### src/rtl/pps_spi_readout.sv
// SPI mode-0 slave that returns {stale, frame count, PPS count} and receives a command byte.
// The asynchronous PPS count is snapshotted only after it has held the same value for two cycles.
module pps_spi_readout #(
    parameter int          CNT_W       = 24,
    parameter int          CMD_W       = 8,
    parameter int          SYNC_STAGES = 2,
    parameter logic [7:0]  CLR_CMD     = 8'hC3
) (
    input  logic             mcu_clko,
    input  logic             cpld_rst,
    input  logic [CNT_W-1:0] pps_cnt,
    input  logic             spi_sclk,
    input  logic             spi_csn,
    input  logic             spi_mosi,
    output logic             spi_miso,
    output logic             spi_oe,
    output logic [CMD_W-1:0] cmd,
    output logic             cmd_valid,
    output logic             cnt_clr,
    output logic             frame_done
);
    localparam int FRAME = CMD_W + CNT_W;
    localparam int BC_W  = $clog2(FRAME + 1);

    typedef enum logic [1:0] {IDLE, LOAD, SHIFT} state_t;

    state_t                 state_reg, state_next;
    logic [SYNC_STAGES-1:0] sclk_sync_reg, csn_sync_reg, mosi_sync_reg;
    logic                   sclk_prev_reg, csn_prev_reg;
    logic [CNT_W-1:0]       s1_reg, s2_reg, stable_q_reg;
    logic [FRAME-1:0]       tx_sr_reg;
    logic [CMD_W-2:0]       rx_sr_reg;
    logic [BC_W-1:0]        bit_cnt_reg;
    logic [CMD_W-2:0]       fcnt_reg;
    logic [CMD_W-1:0]       cmd_reg;
    logic                   spi_oe_reg, cmd_valid_reg, cnt_clr_reg, frame_done_reg;

    logic                   sclk_rise, sclk_fall, csn_rise, csn_fall, mosi_bit, stale;
    logic                   bit_inc, cmd_hit;
    logic [BC_W-1:0]        bit_cnt_next;
    logic [CMD_W-1:0]       cmd_rx, cmd_cur;

    assign sclk_rise = sclk_sync_reg[SYNC_STAGES-1] & ~sclk_prev_reg;
    assign sclk_fall = ~sclk_sync_reg[SYNC_STAGES-1] & sclk_prev_reg;
    assign csn_rise  = csn_sync_reg[SYNC_STAGES-1] & ~csn_prev_reg;
    assign csn_fall  = ~csn_sync_reg[SYNC_STAGES-1] & csn_prev_reg;
    assign mosi_bit  = mosi_sync_reg[SYNC_STAGES-1];
    assign stale     = (s1_reg != s2_reg);

    // A CSN rise coinciding with an SCLK edge sees the count/command after that edge.
    assign bit_inc      = sclk_rise && (bit_cnt_reg != BC_W'(FRAME));
    assign bit_cnt_next = bit_cnt_reg + BC_W'(bit_inc);
    assign cmd_hit      = sclk_rise && (bit_cnt_reg == BC_W'(CMD_W - 1));
    assign cmd_rx       = {rx_sr_reg, mosi_bit};
    assign cmd_cur      = cmd_hit ? cmd_rx : cmd_reg;

    always_comb begin
        state_next = state_reg;
        case (state_reg)
            IDLE:    if (csn_fall) state_next = LOAD;
            LOAD:    state_next = SHIFT;
            SHIFT:   if (csn_rise) state_next = IDLE;
            default: state_next = IDLE;
        endcase
    end

    always_ff @(posedge mcu_clko or posedge cpld_rst) begin
        if (cpld_rst) begin
            state_reg      <= IDLE;
            sclk_sync_reg  <= '0;
            csn_sync_reg   <= '0;
            mosi_sync_reg  <= '0;
            sclk_prev_reg  <= 1'b0;
            csn_prev_reg   <= 1'b0;
            s1_reg         <= '0;
            s2_reg         <= '0;
            stable_q_reg   <= '0;
            tx_sr_reg      <= '0;
            rx_sr_reg      <= '0;
            bit_cnt_reg    <= '0;
            fcnt_reg       <= '0;
            cmd_reg        <= '0;
            spi_oe_reg     <= 1'b0;
            cmd_valid_reg  <= 1'b0;
            cnt_clr_reg    <= 1'b0;
            frame_done_reg <= 1'b0;
        end else begin
            state_reg      <= state_next;
            sclk_sync_reg  <= {sclk_sync_reg[SYNC_STAGES-2:0], spi_sclk};
            csn_sync_reg   <= {csn_sync_reg[SYNC_STAGES-2:0], spi_csn};
            mosi_sync_reg  <= {mosi_sync_reg[SYNC_STAGES-2:0], spi_mosi};
            sclk_prev_reg  <= sclk_sync_reg[SYNC_STAGES-1];
            csn_prev_reg   <= csn_sync_reg[SYNC_STAGES-1];
            s1_reg         <= pps_cnt;
            s2_reg         <= s1_reg;
            if (s1_reg == s2_reg)
                stable_q_reg <= s2_reg;
            cmd_valid_reg  <= 1'b0;
            cnt_clr_reg    <= 1'b0;
            frame_done_reg <= 1'b0;
            case (state_reg)
                LOAD: begin
                    tx_sr_reg   <= {stale, fcnt_reg, stable_q_reg};
                    bit_cnt_reg <= '0;
                    rx_sr_reg   <= '0;
                    spi_oe_reg  <= 1'b1;
                end
                SHIFT: begin
                    if (bit_inc) begin
                        rx_sr_reg   <= {rx_sr_reg[CMD_W-3:0], mosi_bit};
                        bit_cnt_reg <= bit_cnt_next;
                    end
                    if (cmd_hit) begin
                        cmd_reg       <= cmd_rx;
                        cmd_valid_reg <= 1'b1;
                    end
                    if (sclk_fall)
                        tx_sr_reg <= {tx_sr_reg[FRAME-2:0], 1'b0};
                    if (csn_rise) begin
                        spi_oe_reg <= 1'b0;
                        if (bit_cnt_next == BC_W'(FRAME)) begin
                            frame_done_reg <= 1'b1;
                            fcnt_reg       <= fcnt_reg + 1'b1;
                            cnt_clr_reg    <= (cmd_cur == CMD_W'(CLR_CMD));
                        end
                    end
                end
                default: ;
            endcase
        end
    end

    assign spi_miso   = spi_oe_reg & tx_sr_reg[FRAME-1];
    assign spi_oe     = spi_oe_reg;
    assign cmd        = cmd_reg;
    assign cmd_valid  = cmd_valid_reg;
    assign cnt_clr    = cnt_clr_reg;
    assign frame_done = frame_done_reg;
endmodule

### config.mk
export PLATFORM = sky130hd
export DESIGN_NAME = pps_spi_readout
export DESIGN_NICKNAME = d
export VERILOG_FILES = /design/src/rtl/pps_spi_readout.sv
export SDC_FILE = /design/constraint.sdc
export NUM_CORES = 1
export LEC_CHECK = 0
export ABC_AREA = 1
export CAP_MARGIN = 30
export CORE_MARGIN = 2
export CORE_UTILIZATION = 32
export CTS_CLUSTER_DIAMETER = 30
export DETAILED_ROUTE_END_ITERATION = 12
export GPL_TIMING_DRIVEN = 0
export PLACE_DENSITY_LB_ADDON = 0.2
export SETUP_SLACK_MARGIN = 0.15
export SLEW_MARGIN = 30
export SYNTH_ARGS = -nofsm -noshare
export SYNTH_HDL_FRONTEND = slang
export SYNTH_SLANG_ARGS = --single-unit
### constraint.sdc
create_clock -name mcu_clko -period 11.4 [get_ports mcu_clko]
set_input_delay 2.28 -clock mcu_clko [delete_from_list [all_inputs] [get_ports mcu_clko]]
set_output_delay 2.28 -clock mcu_clko [all_outputs]
set_load 0.005 [all_outputs]
==> summary.md <==
| Metric | Value |
|---|---|
| Status | `finished clean` |
| Fin crit period | `3.70 ns` |
| WL/cell | `12.6 µm` |
| Setup bufs post-CTS | `0` |
| Netlist cell types | `32` |
| Filler cell count | `1,742` |
| TNS Setup | `0 ns` |
| DP HPWL | `7830 µm` |
| Commonest non-fill, non-tap cell in the layout | `dfrtp_1` |
| Largest net degree at the start of global routing | `87` |
| Detailed-route via count | `4,038` |
| Buffers and inverters on the worst path | `2` |
| Syn Inst Count | `586` |
| Min Hold Slack | `0.349 ns` |
| Layout cells sized above 1 | `14.5%` |
| Detail Route Antenna Nets | `0` |
| Max Clock Skew | `0.00800 ns` |
| Full die area | `19,700 µm²` |
| First-pass GRT wire length | `20,000 µm` |
| Initial antenna violation count | `0` |
| Clock Pin Slew Worst Setup and Hold Paths | `0.06 ns` |
| Aggregate routed wire length | `11,200 µm` |
| Die height | `140 µm` |
| Max FFs per register | `32` |
| Slew @ Worst Pin | `0.618 ns` |
| Final setup vio count | `0` |
| Clk_lat worst skew | `0.42 ns` |
| Power per standard cell area | `185 nW/µm²` |
| Worst slew margin | `58.8%` |
| TritonRoute pass-1 iters | `4` |
| Clock sinks | `146` |
| Delay-heaviest family, CP | `buffers and inverters` |
| Core Box Area | `18,100 µm²` |
| Commonest non-fill, non-tap cells in the layout | `dfrtp_1 (146), nand2_1 (138), inv_1 (67)` |
| GP Congestion | `0.770` |
| Gr usage total | `12.7%` |
| Die W | `140 µm` |
| Final net count | `679` |
| Row count | `49` |
| #FFs+latches synth | `146` |
| Worst hold path type | `reg -> reg` |
| CTS max path bufs | `2` |
| Sequential fraction of the synthesis area | `61.6%` |
| Post-DP Area | `6670 µm²` |
| Top achievable clock speed | `0.270 GHz` |
| Post-Syn Area | `5940 µm²` |
| Slowest cell on crit path | `clkdlybuf4s50_1` |
| Worst VDD drop | `0.110 mV` |
| CTS tree | `done` |
| GRT Residual Overflow | `0` |
| Hold Violations, Final | `0` |
| Final Max Tran Viols | `0` |
| Syn_nets | `618` |
| CP arrival | `1.42 ns` |
| Cts bufs inserted | `17` |
| Fin area | `7230 µm²` |
| Vias in the first global route | `4,117` |
| Crit-path max FO | `2` |
| PortBufs | `41` |
| IO Pins | `42` |
| Final Cycle Share | `32.5%` |
| Number of max-cap violations | `0` |
| H-Tree Depth | `4` |
| CP Launch Type | `register` |
| Required time of the critical path | `9.12 ns` |
| Syn_area_per_cell | `10.1 µm²` |
| Kind of critical path | `reg -> out` |
| Root buf cell | `clkbuf_16` |
| Residual DRC | `0` |
| Starting Density | `32.8%` |
| Worst setup EP type | `primary output` |
| Critical-path cell list | `nand2_1 -> inv_1 -> clkdlybuf4s50_1` |
| Unrepaired setup endpoints after global routing | `no` |
| Area Overhead vs Synth | `21.8%` |
| Post-Route Utilization | `40.0%` |
| Hold buffers post-CTS | `0` |
| Worst path max stage delay | `0.49 ns` |
| CTS resizes | `0` |
| P_leak | `3.34 nW` |
| Vias per cell | `4.54` |
| Yosys Warn Count | `0` |
| Ant. Diodes | `0` |
| Starting DRT DRC Count | `192` |
## per-layer routing
layer | part of all wire [%] | global-route usage (%) | vias to the layer above
met1 | 48 | 16.5 | 1923
met3 | 3.7 | 3.59 | 16
met2 | 47 | 20.2 | 68
li1 | - | - | 2031
met4 | 1.7 | 5.10 | 0
met5 | 0 | 0 | -
## cell usage after synthesis
library cell / n / area, µm²
nor2_4: 3 / 33.8
o21ai_0: 36 / 180
o21a_2: 1 / 8.76
a21oi_1: 2 / 10.0
nor4_1: 5 / 31.3
nand3_2: 2 / 20.0
nand3_1: 29 / 145
dfrtp_1: 146 / 3650
inv_1: 68 / 255
nor2_2: 2 / 12.5
o22ai_1: 11 / 68.8
buf_2: 6 / 30.0
nand2_4: 1 / 11.3
nor3_1: 1 / 5.00
and2_1: 1 / 6.26
xnor2_1: 15 / 131
nand3_4: 1 / 17.5
o21ai_1: 4 / 20.0
o21ai_2: 17 / 149
nor2_1: 15 / 56.3
nand4_1: 6 / 37.5
inv_2: 10 / 37.5
nand2_1: 138 / 518
o211ai_1: 30 / 225
buf_6: 4 / 45.0
nand2_2: 11 / 68.8
buf_4: 4 / 30.0
ha_1: 3 / 37.5
xor2_1: 5 / 43.8
a31oi_2: 1 / 12.5
nand3b_1: 1 / 7.51
clkbuf_1: 7 / 26.3
## cell families (layout without fill, tap and decap cells)
logic type,count (synthesis),in the layout,synth area share [%]
flip-flops,146,146,61.6
AND/OR/NAND/NOR,216,216,16.4
buffers and inverters,99,173,7.15
adder cells (fa/ha/maj),3,3,0.632
AO/OA/AOI/OAI,102,102,11.4
XOR/XNOR,20,20,2.95
## stage by stage
stage,std cells,setup WS (ns),total power [mW]
CTS,889,7.67,1.35
global placement,856,3.19,0.820
floorplan,586,5.20,0.762
global route,889,7.61,1.41
detailed placement,857,7.83,0.831
finish,889,7.70,1.34
## report_power, final
| part | internal (mW) | switching, mW |
|---|---|---|
| combinational | 0.0723 | 0.133 |
| sequential | 0.587 | 0.0273 |
| clock | 0.302 | 0.215 |
## cell type report
cell class | count | area (µm²) | share of cell area (%)
flip-flops and latches | 146 | 3650 | 50.5
multi-input cells | 341 | 1860 | 25.7
clock buffers | 22 | 484 | 6.70
repair buffers | 42 | 438 | 6.06
inverters | 78 | 300 | 4.15
well taps | 229 | 287 | 3.96
plain buffers | 21 | 131 | 1.82
clock inverters | 10 | 76.3 | 1.06
## worst paths after layout
path                                       start                to  slack [ns]  cells after the start
min in group asynchronous               cpld_rst  sclk_sync_reg[0]        2.36                      2
worst min register to register  sclk_sync_reg[0]  sclk_sync_reg[1]        0.35                      0
worst max-delay path               tx_sr_reg[31]          spi_miso        7.70                      3
worst max register to register    bit_cnt_reg[2]       fcnt_reg[5]        9.00                     11
max in group asynchronous               cpld_rst        s2_reg[22]        8.35                      3
worst min-delay path            sclk_sync_reg[0]  sclk_sync_reg[1]        0.35                      0
(Power assumes the default switching activity.)
